**src/rtl/fpsqrt_arb_pkg.sv**
```systemverilog
// ============================================================================
// fpsqrt_arb_pkg : shared types and encodings for the fpsqrt request arbiter
// Rev 1.0
// ============================================================================
`default_nettype none

package fpsqrt_arb_pkg;

  typedef enum logic [1:0] {
    ST_IDLE  = 2'd0,
    ST_ISSUE = 2'd1,
    ST_WAIT  = 2'd2,
    ST_RESP  = 2'd3
  } arb_state_e;

  localparam logic [1:0] FMT_FP16    = 2'b00;
  localparam logic [1:0] FMT_FP32    = 2'b01;
  localparam logic [1:0] FMT_FP64    = 2'b10;
  localparam logic [1:0] FMT_ILLEGAL = 2'b11;

  localparam logic [2:0] RM_RNE = 3'b000;
  localparam logic [2:0] RM_RTZ = 3'b001;
  localparam logic [2:0] RM_RDN = 3'b010;
  localparam logic [2:0] RM_RUP = 3'b011;
  localparam logic [2:0] RM_RMM = 3'b100;

  localparam logic [4:0] FFLAG_NV = 5'b10000;

endpackage

`default_nettype wire

```
**src/rtl/fpsqrt_rr_arb.sv**
```systemverilog
// ============================================================================
// fpsqrt_rr_arb : combinational round-robin grant, searching upward from ptr
// Rev 1.0
// ============================================================================
`default_nettype none

module fpsqrt_rr_arb #(
  parameter int NUM_REQ = 2,
  parameter int ID_W    = $clog2(NUM_REQ)
) (
  input  logic [NUM_REQ-1:0] req,
  input  logic [ID_W-1:0]    ptr,
  output logic [NUM_REQ-1:0] gnt,
  output logic [ID_W-1:0]    gnt_idx,
  output logic               gnt_valid
);

  always_comb begin : p_grant
    logic [ID_W-1:0] idx;
    gnt       = '0;
    gnt_idx   = '0;
    gnt_valid = 1'b0;
    idx       = '0;
    for (int i = 0; i < NUM_REQ; i++) begin
      // Explicit modulo keeps the rotation correct for non-power-of-two counts.
      idx = ID_W'((int'(ptr) + i) % NUM_REQ);
      if (!gnt_valid && req[idx]) begin
        gnt[idx]  = 1'b1;
        gnt_idx   = idx;
        gnt_valid = 1'b1;
      end
    end
  end

endmodule

`default_nettype wire

```
**src/rtl/fpsqrt_req_arbiter.sv**
```systemverilog
// ============================================================================
// fpsqrt_req_arbiter : shares one fpsqrt unit among NUM_REQ requesters
// Rev 1.0
// ============================================================================
`default_nettype none

module fpsqrt_req_arbiter #(
  parameter int NUM_REQ = 2,
  parameter int ID_W    = $clog2(NUM_REQ)
) (
  input  logic                     clk,
  input  logic                     rst_n,
  input  logic                     flush_i,
  input  logic [NUM_REQ-1:0]       req_valid_i,
  output logic [NUM_REQ-1:0]       req_ready_o,
  input  logic [NUM_REQ-1:0][63:0] req_op_i,
  input  logic [NUM_REQ-1:0][1:0]  req_fp_format_i,
  input  logic [NUM_REQ-1:0][2:0]  req_rm_i,
  input  logic [NUM_REQ-1:0]       req_vector_mode_i,
  output logic [NUM_REQ-1:0]       resp_valid_o,
  input  logic [NUM_REQ-1:0]       resp_ready_i,
  output logic [63:0]              resp_res_o,
  output logic [4:0]               resp_fflags_o,
  output logic                     sqrt_start_valid_o,
  input  logic                     sqrt_start_ready_i,
  output logic [63:0]              sqrt_op_o,
  output logic [1:0]               sqrt_fp_format_o,
  output logic [2:0]               sqrt_rm_o,
  output logic                     sqrt_vector_mode_o,
  output logic                     sqrt_flush_o,
  input  logic                     sqrt_finish_valid_i,
  output logic                     sqrt_finish_ready_o,
  input  logic [63:0]              sqrt_res_i,
  input  logic [4:0]               sqrt_fflags_i,
  output logic [31:0]              op_count_o
);

  import fpsqrt_arb_pkg::*;

  arb_state_e          state;
  logic [ID_W-1:0]     rr_ptr;
  logic [ID_W-1:0]     owner;
  logic [63:0]         op_q;
  logic [1:0]          fmt_q;
  logic [2:0]          rm_q;
  logic                vec_q;
  logic [63:0]         res_q;
  logic [4:0]          fflags_q;
  logic [31:0]         op_count_q;

  logic [NUM_REQ-1:0]  gnt;
  logic [ID_W-1:0]     gnt_idx;
  logic                gnt_valid;
  logic                accept;
  logic                start_fire;
  logic                finish_fire;
  logic                resp_fire;

  fpsqrt_rr_arb #(
    .NUM_REQ (NUM_REQ),
    .ID_W    (ID_W)
  ) u_rr_arb (
    .req       (req_valid_i),
    .ptr       (rr_ptr),
    .gnt       (gnt),
    .gnt_idx   (gnt_idx),
    .gnt_valid (gnt_valid)
  );

  // Flush masks every handshake output so no transfer can coincide with it.
  assign req_ready_o         = (state == ST_IDLE && !flush_i) ? gnt : '0;
  assign sqrt_start_valid_o  = (state == ST_ISSUE) && !flush_i;
  assign sqrt_finish_ready_o = (state == ST_WAIT)  && !flush_i;
  assign resp_valid_o        = (state == ST_RESP && !flush_i) ? (NUM_REQ'(1) << owner) : '0;
  assign sqrt_flush_o        = flush_i;

  assign sqrt_op_o           = op_q;
  assign sqrt_fp_format_o    = fmt_q;
  assign sqrt_rm_o           = rm_q;
  assign sqrt_vector_mode_o  = vec_q;
  assign resp_res_o          = res_q;
  assign resp_fflags_o       = fflags_q;
  assign op_count_o          = op_count_q;

  assign accept      = gnt_valid && (state == ST_IDLE) && !flush_i;
  assign start_fire  = sqrt_start_valid_o & sqrt_start_ready_i;
  assign finish_fire = sqrt_finish_ready_o & sqrt_finish_valid_i;
  assign resp_fire   = resp_valid_o[owner] & resp_ready_i[owner];

  always_ff @(posedge clk or negedge rst_n) begin
    if (!rst_n) begin
      state      <= ST_IDLE;
      rr_ptr     <= '0;
      owner      <= '0;
      op_q       <= '0;
      fmt_q      <= '0;
      rm_q       <= '0;
      vec_q      <= 1'b0;
      res_q      <= '0;
      fflags_q   <= '0;
      op_count_q <= '0;
    end else if (flush_i) begin
      state <= ST_IDLE;
    end else begin
      case (state)
        ST_IDLE: begin
          if (accept) begin
            op_q  <= req_op_i[gnt_idx];
            fmt_q <= req_fp_format_i[gnt_idx];
            rm_q  <= req_rm_i[gnt_idx];
            vec_q <= req_vector_mode_i[gnt_idx];
            owner <= gnt_idx;
            // Illegal formats are answered locally and never reach the unit.
            if (req_fp_format_i[gnt_idx] == FMT_ILLEGAL) begin
              res_q    <= '0;
              fflags_q <= FFLAG_NV;
              state    <= ST_RESP;
            end else begin
              state <= ST_ISSUE;
            end
          end
        end
        ST_ISSUE: begin
          if (start_fire) state <= ST_WAIT;
        end
        ST_WAIT: begin
          if (finish_fire) begin
            res_q    <= sqrt_res_i;
            fflags_q <= sqrt_fflags_i;
            state    <= ST_RESP;
          end
        end
        ST_RESP: begin
          if (resp_fire) begin
            op_count_q <= op_count_q + 32'd1;
            rr_ptr     <= (owner == ID_W'(NUM_REQ - 1)) ? '0 : owner + 1'b1;
            state      <= ST_IDLE;
          end
        end
        default: state <= ST_IDLE;
      endcase
    end
  end

endmodule

`default_nettype wire
```
**config.mk**
```make
export PLATFORM = sky130hd
export DESIGN_NAME = fpsqrt_req_arbiter
export DESIGN_NICKNAME = d
export VERILOG_FILES = /design/src/rtl/fpsqrt_arb_pkg.sv /design/src/rtl/fpsqrt_rr_arb.sv /design/src/rtl/fpsqrt_req_arbiter.sv
export SDC_FILE = /design/constraint.sdc
export NUM_CORES = 1
export LEC_CHECK = 0
export BUFFER_PORTS_ARGS = -buffer_cell sky130_fd_sc_hd__clkbuf_2
export CAP_MARGIN = 10
export CORE_AREA = 2 2 154 156
export DETAILED_ROUTE_END_ITERATION = 8
export DIE_AREA = 0 0 156 158
export PLACE_DENSITY = 0.62
export SLEW_MARGIN = 20
export SYNTH_ARGS = -nofsm -noshare
export SYNTH_HDL_FRONTEND = slang
export SYNTH_SLANG_ARGS = --single-unit
export TNS_END_PERCENT = 20
```
**constraint.sdc**
```tcl
create_clock -name clk -period 2.7 [get_ports clk]
set_clock_uncertainty 0.15 [all_clocks]
set_input_delay 0.54 -clock clk [delete_from_list [all_inputs] [get_ports clk]]
set_output_delay 0.54 -clock clk [all_outputs]
set_load 0.01 [all_outputs]
```
==> results.json, run 1 <==
{
  "rows": 56,
  "ys_types": 40,
  "p_leak_nw": 5.89,
  "slew_headroom_pct": 62.6,
  "crit_arrival_ns": 1.80,
  "async_flop_share_pct": 100,
  "vias": 6482,
  "ys.flop_type": "dfrtp_1",
  "stdcell_area_mm2": 0.0110,
  "clock_latency_ns": 0.42,
  "die_w_um": 156,
  "timing.hold.ws_ns": 0.191,
  "tns_ns": 0,
  "totalWireLength_mm": 21.6,
  "critPathMaxFanout": 5,
  "status": "completed",
  "ir_drop_mv": 0.352,
  "crit_path_end_kind": "primary output",
  "hold_depth": 3,
  "synth_edf_count": 0,
  "viasPerCell": 4.44,
  "die_area_mm2": 0.0246,
  "cts_tree": "built",
  "cts_resized": 0,
  "synth.avg_cell_area_um2": 10.4,
  "total_power_mw": 10.6,
  "drive_gt1_share_pct": 39.1,
  "grt_pass1_wl_mm": 33.2,
  "yosys.area.top_type": "dfrtp_1",
  "dr.pass1.iters": 4,
  "cts-buffers-inserted": 17,
  "areaGrowthSynthToFinish_pct": 37.2,
  "placement.cell_area_mm2": 0.0104,
  "cp.depth": 6,
  "fillers": 2241,
  "hpwl_mm": 16.8,
  "period_share_pct": 92.4,
  "hold_path_class": "primary input to flip-flop",
  "postSynthNetCount": 990,
  "grt_usage_pct": 17.3,
  "crit_type": "flip-flop to primary output",
  "hold_viol": 0,
  "syn_area_mm2": 0.00800,
  "cellPowerDensity_mw_per_mm2": 966,
  "critPathSlowestCell": "dfrtp_1",
  "synthCells": 767,
  "critPathMaxStageDelay_ns": 0.43,
  "fin_crit_ns": 2.49,
  "grt_overflow_total": 0,
  "post_drt_wl_per_cell_um": 14.8,
  "tightest_slew_ns": 0.546,
  "ant_nets": 0,
  "rsz0062_at_grt": "false",
  "grt_max_degree": 142,
  "core_mm2": 0.0231,
  "clock-root-buffer": "clkbuf_16",
  "dieHeight_um": 158,
  "yosys_warnings": 0,
  "portBuffers": 395,
  "maxCapViolations": 0,
  "first_iter_violations": 254,
  "critical-path-top-delay-family": "flip-flops",
  "cts_buffer_depth": 2,
  "pin_count": 396,
  "clk_pin_slew_ns": 0.07,
  "worst-path-buf-inv": 2,
  "fin_nets": 1380,
  "critPathRequiredTime_ns": 2.01,
  "synth_top_area_share_pct": 54.7,
  "setup_viol": 0,
  "postCtsSetupBuffers": 0,
  "synth-seq-area-share_pct": 54.7,
  "grt_antenna_before_repair": 0,
  "h-tree-depth": 4,
  "synth-seq-cells": 175,
  "crit_chain": "inv_1, ha_1, nor2b_2, nand2_1, a21oi_1, clkbuf_2",
  "grt_pass1_vias": 6335,
  "ys_top_cells_by_area": "dfrtp_1 (55%), mux2i_1 (18%), nand2_1 (7.4%), o21ai_0 (4.5%), inv_1 (3.6%)",
  "start_util_pct": 34.7,
  "cts_sinks": 175,
  "start_kind": "flip-flop",
  "drc": 0,
  "gp_congestion": 0.797,
  "dpl.cell_count": 1427,
  "slew_violations": 0,
  "fin_cells": 1460,
  "rr_worst_depth": 9,
  "fmax_mhz": 401,
  "n_antenna_cell": 0
}
## flip-flops by register name, summed over array words and instances, names as in the netlist
name and flops:
op_count_o 32, owner 1, resp_fflags_o 5, resp_res_o 64, rr_ptr 1, sqrt_fp_format_o 2
sqrt_op_o 64, sqrt_rm_o 3, sqrt_vector_mode_o 1, state 2
## timing repair
action                                  4_1_cts  5_1_grt
hold buffers                                  1        0
hold endpoints to repair                     32        0
endpoints found under the setup margin        0        0
## worst register-to-register path, cell delays in order (launching register included)
cell      delay [ns]
dfrtp_1         0.43
inv_1           0.10
ha_1            0.16
nor2b_2         0.23
o21ai_4         0.10
o21bai_1        0.19
a211oi_4        0.28
buf_12          0.24
buf_12          0.25
mux2i_1         0.23
## cell type report
class | instances | area [um2] | area share (%)
multi-input combinational | 474 | 3170 | 28.8
clock inverter | 14 | 146 | 1.33
clock buffer | 18 | 439 | 4.00
sequential | 175 | 4380 | 39.9
timing repair buffer | 412 | 2200 | 20.0
inverter | 77 | 289 | 2.63
tap | 290 | 363 | 3.30
## power breakdown
| part | leakage (nW) | total, mW | internal, mW | switching (mW) |
|---|---|---|---|---|
| combinational | 3.32 | 3.97 | 1.68 | 2.29 |
| sequential | 2.29 | 4.18 | 3.62 | 0.565 |
| clock | 0.282 | 2.46 | 1.33 | 1.13 |
| total | 5.89 | 10.6 | 6.63 | 3.98 |
## synth_stat cells (2+ instances only)
cell	instances
xor2_1	10
nor2_1	13
nor3_2	2
mux2_2	2
o21ai_0	72
buf_1	6
nor4_2	2
inv_1	77
nor2b_1	3
mux2i_1	140
ha_1	5
nor3_1	3
clkbuf_1	24
a21oi_1	5
nand4_1	9
nand2b_1	3
buf_2	2
and3_1	3
xnor2_1	21
buf_4	6
nand3_1	9
nand2b_4	2
nand2_1	157
dfrtp_1	175
## path summary, 6_finish.rpt
path	startpoint	end	slack (ns)
max	state[0]	req_ready_o[0]	0.21
min	sqrt_res_i[40]	resp_res_o[40]	0.19
max reg2reg	state[0]	resp_res_o[35]	0.26
min reg2reg	sqrt_op_o[21]	sqrt_op_o[21]	0.33
max in group asynchronous	rst_n	sqrt_op_o[45]	1.27
min in group asynchronous	rst_n	op_count_o[16]	0.43
## cell families (layout without fill, tap and decap cells)
logic type               count (synthesis)  count (layout)  synth area share, %
multiplexers                           143             143                 17.9
AND/OR/NAND/NOR                        212             212                 11.6
adder cells (fa/ha/maj)                  5               5                0.782
flip-flops                             175             175                 54.7
buffers and inverters                  118             521                 6.10
AO/OA/AOI/OAI                           83              83                 5.44
XOR/XNOR                                31              31                 3.39
## per-layer routing
layer  track usage [%]  vias to the layer above  wire length (um)
met5                 0                        -                 0
met4              6.47                        0               519
met3              4.02                       26              1220
met2              29.3                      236             10700
met1              21.7                     2940              9170
li1                  -                     3280                 -
## per-stage QoR
stage	setup WS [ns]	util, %
6_report	0.206	47.6
5_1_grt	0.0336	47.6
4_1_cts	0.171	47.6
3_5_place_dp	0.177	45.1
3_3_place_gp	0.212	45.1
2_1_floorplan	0.330	-
## placed cells by master, fill, tap and decap left out, types with 2 or more instances in the layout
cell type / n
xor2_1: 10
buf_4: 9
nor3_1: 3
nor2b_1: 3
nor3_2: 2
and3_1: 3
mux2i_1: 140
inv_6: 4
nand2b_1: 3
nand3_1: 9
nor2_1: 13
nor4_2: 2
nand2b_4: 2
inv_8: 4
dfrtp_1: 175
xnor2_1: 21
nand4_1: 9
clkbuf_2: 394
a21oi_1: 5
ha_1: 4
nand2_1: 156
clkinvlp_4: 3
buf_12: 7
o21ai_0: 72
inv_1: 77
mux2_2: 2
clkbuf_16: 17
Power figures use the tool's default switching activity.
==> inputs of run 2 (changes only) <==
--- a/config.mk
+++ b/config.mk
@@ -5,12 +5,13 @@
 export SDC_FILE = /design/constraint.sdc
 export NUM_CORES = 1
 export LEC_CHECK = 0
+export ABC_AREA = 1
 export BUFFER_PORTS_ARGS = -buffer_cell sky130_fd_sc_hd__clkbuf_2
 export CAP_MARGIN = 10
-export CORE_AREA = 2 2 154 156
+export CORE_AREA = 2 2 153 155
 export DETAILED_ROUTE_END_ITERATION = 8
-export DIE_AREA = 0 0 156 158
-export PLACE_DENSITY = 0.62
+export DIE_AREA = 0 0 155 157
+export PLACE_DENSITY = 0.66
 export SLEW_MARGIN = 20
 export SYNTH_ARGS = -nofsm -noshare
 export SYNTH_HDL_FRONTEND = slang
==> run 2 against run 1 <==
Effect of this change:
- global-route usage grew 6.8 points
- clock power rose by 6%
- via count increased by 41%
- highest routed layer unchanged
- sequential power increased by 4%
- final cell count up 26%
==> results.json, run 2 <==
{
  "fin_util_pct": 52.5,
  "die_area_mm2": 0.0243,
  "post_drt_wl_per_cell_um": 16.3,
  "portBuffers": 395,
  "drive_gt1_share_pct": 29.9,
  "areaGrowthSynthToFinish_pct": 33.3,
  "yosys.area_share.adder_pct": 0.706,
  "ir_drop_mv": 0.560,
  "grt_usage_pct": 24.1,
  "tns_ns": 0,
  "grt_max_degree": 113,
  "synthCells": 1180,
  "hold_viol": 0,
  "die_w_um": 155,
  "clk_pin_slew_ns": 0.07,
  "grt_pass1_vias": 8500,
  "fin_ws_ns": 0.111,
  "viasPerCell": 4.97,
  "gp_congestion": 0.890,
  "syn_area_mm2": 0.00886,
  "ys.flop_type": "dfrtp_1",
  "fin_crit_ns": 2.59,
  "synth-simple-area-share_pct": 35.0,
  "pin_count": 396,
  "cellPowerDensity_mw_per_mm2": 1020,
  "gr-max-usage-layer": "met2",
  "p_leak_nw": 6.77,
  "synth_top_family_by_area": "simple AND/OR/NAND/NOR gates",
  "use_met2_pct": 39.9,
  "yosys.area.top_type": "dfrtp_1",
  "maxCapViolations": 0,
  "postSynthNetCount": 1403,
  "worst_r2r_endpoint": "sqrt_op_o[0]",
  "synth.top_cells.by_count": "nand2_1 (420), dfrtp_1 (175), nor2_1 (127), inv_1 (101), nand3_1 (83)",
  "dr.pass1.iters": 6,
  "start_util_pct": 39.4,
  "critPathMaxFanout": 4,
  "globalRouteMet3Util_pct": 4.76,
  "synth_compound_area_share_pct": 5.42,
  "period_share_pct": 95.9,
  "final_cell_mix": "nand2_1 (420), clkbuf_2 (393), dfrtp_1 (175)",
  "dpl.cell_count": 1804,
  "synth_edf_count": 0,
  "rows": 55,
  "final_common_cell": "nand2_1",
  "fin_nets": 1764,
  "h-tree-depth": 4,
  "crit_arrival_ns": 1.90,
  "ys_types": 27,
  "slew_violations": 0,
  "vias": 9157,
  "timing.hold.ws_ns": 0.191,
  "crit_path_end_kind": "primary output",
  "drc": 0,
  "critPathSlowestCell": "dfrtp_1",
  "setup_viol": 0,
  "critPathRequiredTime_ns": 2.01,
  "r2r_slack_ns": 0.44,
  "slew_headroom_pct": 51.3,
  "synthMuxAreaShare_pct": 0,
  "cts_sinks": 175,
  "grt_pass1_wl_mm": 46.0,
  "core_mm2": 0.0225,
  "tightest_slew_ns": 0.730,
  "reg2reg_from": "state[1]",
  "rr_worst_depth": 9,
  "ys_top_cells_by_area": "dfrtp_1 (49%), nand2_1 (18%), nand4_1 (5.6%), nor2_1 (5.4%), a31oi_1 (4.9%)",
  "total_power_mw": 12.0,
  "crit_type": "flip-flop to primary output",
  "pre_cts_ws_ns": 0.254,
  "hold_path_class": "primary input to flip-flop",
  "dieHeight_um": 157,
  "startpoint": "state[1]",
  "hpwl_mm": 22.1,
  "fmax_mhz": 386,
  "cts-buffers-inserted": 17,
  "status": "completed",
  "synth.avg_cell_area_um2": 7.51,
  "hold_depth": 3,
  "first_iter_violations": 679,
  "ant_nets": 0,
  "synth_xor_area_share_pct": 1.28,
  "clock_latency_ns": 0.42,
  "met1_usage_pct": 30.6,
  "clock-root-buffer": "clkbuf_16",
  "cts_buffer_depth": 2,
  "fin_cells": 1842,
  "totalWireLength_mm": 30.0,
  "start_kind": "flip-flop",
  "fillers": 2234,
  "synth_top_area_share_pct": 49.4,
  "async_flop_share_pct": 100,
  "yosys_warnings": 0,
  "hp-start": "req_op_i[28]",
  "rsz0062_at_grt": "false",
  "worstHoldEndpoint": "sqrt_op_o[28]",
  "yosysMostFrequentCell": "nand2_1",
  "grt_overflow_total": 0,
  "synth-seq-cells": 175,
  "synth-seq-area-share_pct": 49.4,
  "cts_tree": "built",
  "grt_antenna_before_repair": 4,
  "crit_chain": "inv_1, ha_4, nand2_1, inv_2, o21ai_2, a21oi_4, clkbuf_8",
  "placement.cell_area_mm2": 0.0111,
  "stdcell_area_mm2": 0.0118,
  "critPathMaxStageDelay_ns": 0.42
}
## run 2: cell families (layout without fill, tap and decap cells)
family                     count (synthesis)  count (layout)
AOI/OAI and AO/OA                         77              77
xor gates and xnor gates                  13              13
adders and majority gates                  5               5
buffers and inverters                    181             555
DFF                                      175             175
other                                      0               3
and+or+nand+nor                          729             729
## run 2: how the worst max path moves through the flow
stage                          end  slack [ns]  cells past startpoint
floorplan           resp_res_o[28]        0.71                     11
detailed placement  req_ready_o[0]        0.25                      7
finish              req_ready_o[0]        0.11                      7
global placement    req_ready_o[0]        0.34                      7
global route        req_ready_o[0]        0.02                      7
CTS                 req_ready_o[0]        0.04                      7
## run 2: final cells by class
| class | count | area (um2) | area share (%) |
|---|---|---|---|
| flip-flops and latches | 175 | 4380 | 37.1 |
| clock inverters | 13 | 179 | 1.51 |
| multi-input cells | 824 | 3800 | 32.1 |
| well taps | 285 | 357 | 3.02 |
| repair buffers | 418 | 2250 | 19.1 |
| diodes | 3 | 7.51 | 0.0635 |
| inverters | 105 | 397 | 3.36 |
| clock buffers | 19 | 443 | 3.75 |
## run 2: critical path: cells and delay by family, from the launching register on
kind	cells	cell delay, ns
AOI/OAI and AO/OA	2	0.31
adders and majority gates	1	0.18
buffers and inverters	3	0.42
DFF	1	0.42
and+or+nand+nor	1	0.14
## run 2: repair_timing
item | 4_1_cts | 5_1_grt
hold endpoints to repair | 41 | 0
endpoints found under the setup margin | 1 | 1
hold buffers | 1 | 0
gates resized for setup | 5 | 2
setup buffers | 1 | 1
## run 2: where the power goes
group,leakage [nW],internal [mW],switching (mW)
Clock,0.297,1.50,1.10
Combinational,4.26,1.79,3.31
Sequential,2.21,3.72,0.629
## run 2: layer usage
| metal | vias to the layer above | routed length, um |
|---|---|---|
| met1 | 4229 | 12400 |
| met4 | 0 | 1200 |
| met2 | 329 | 14600 |
| met3 | 62 | 1730 |
| li1 | 4537 | - |
| met5 | - | 0 |
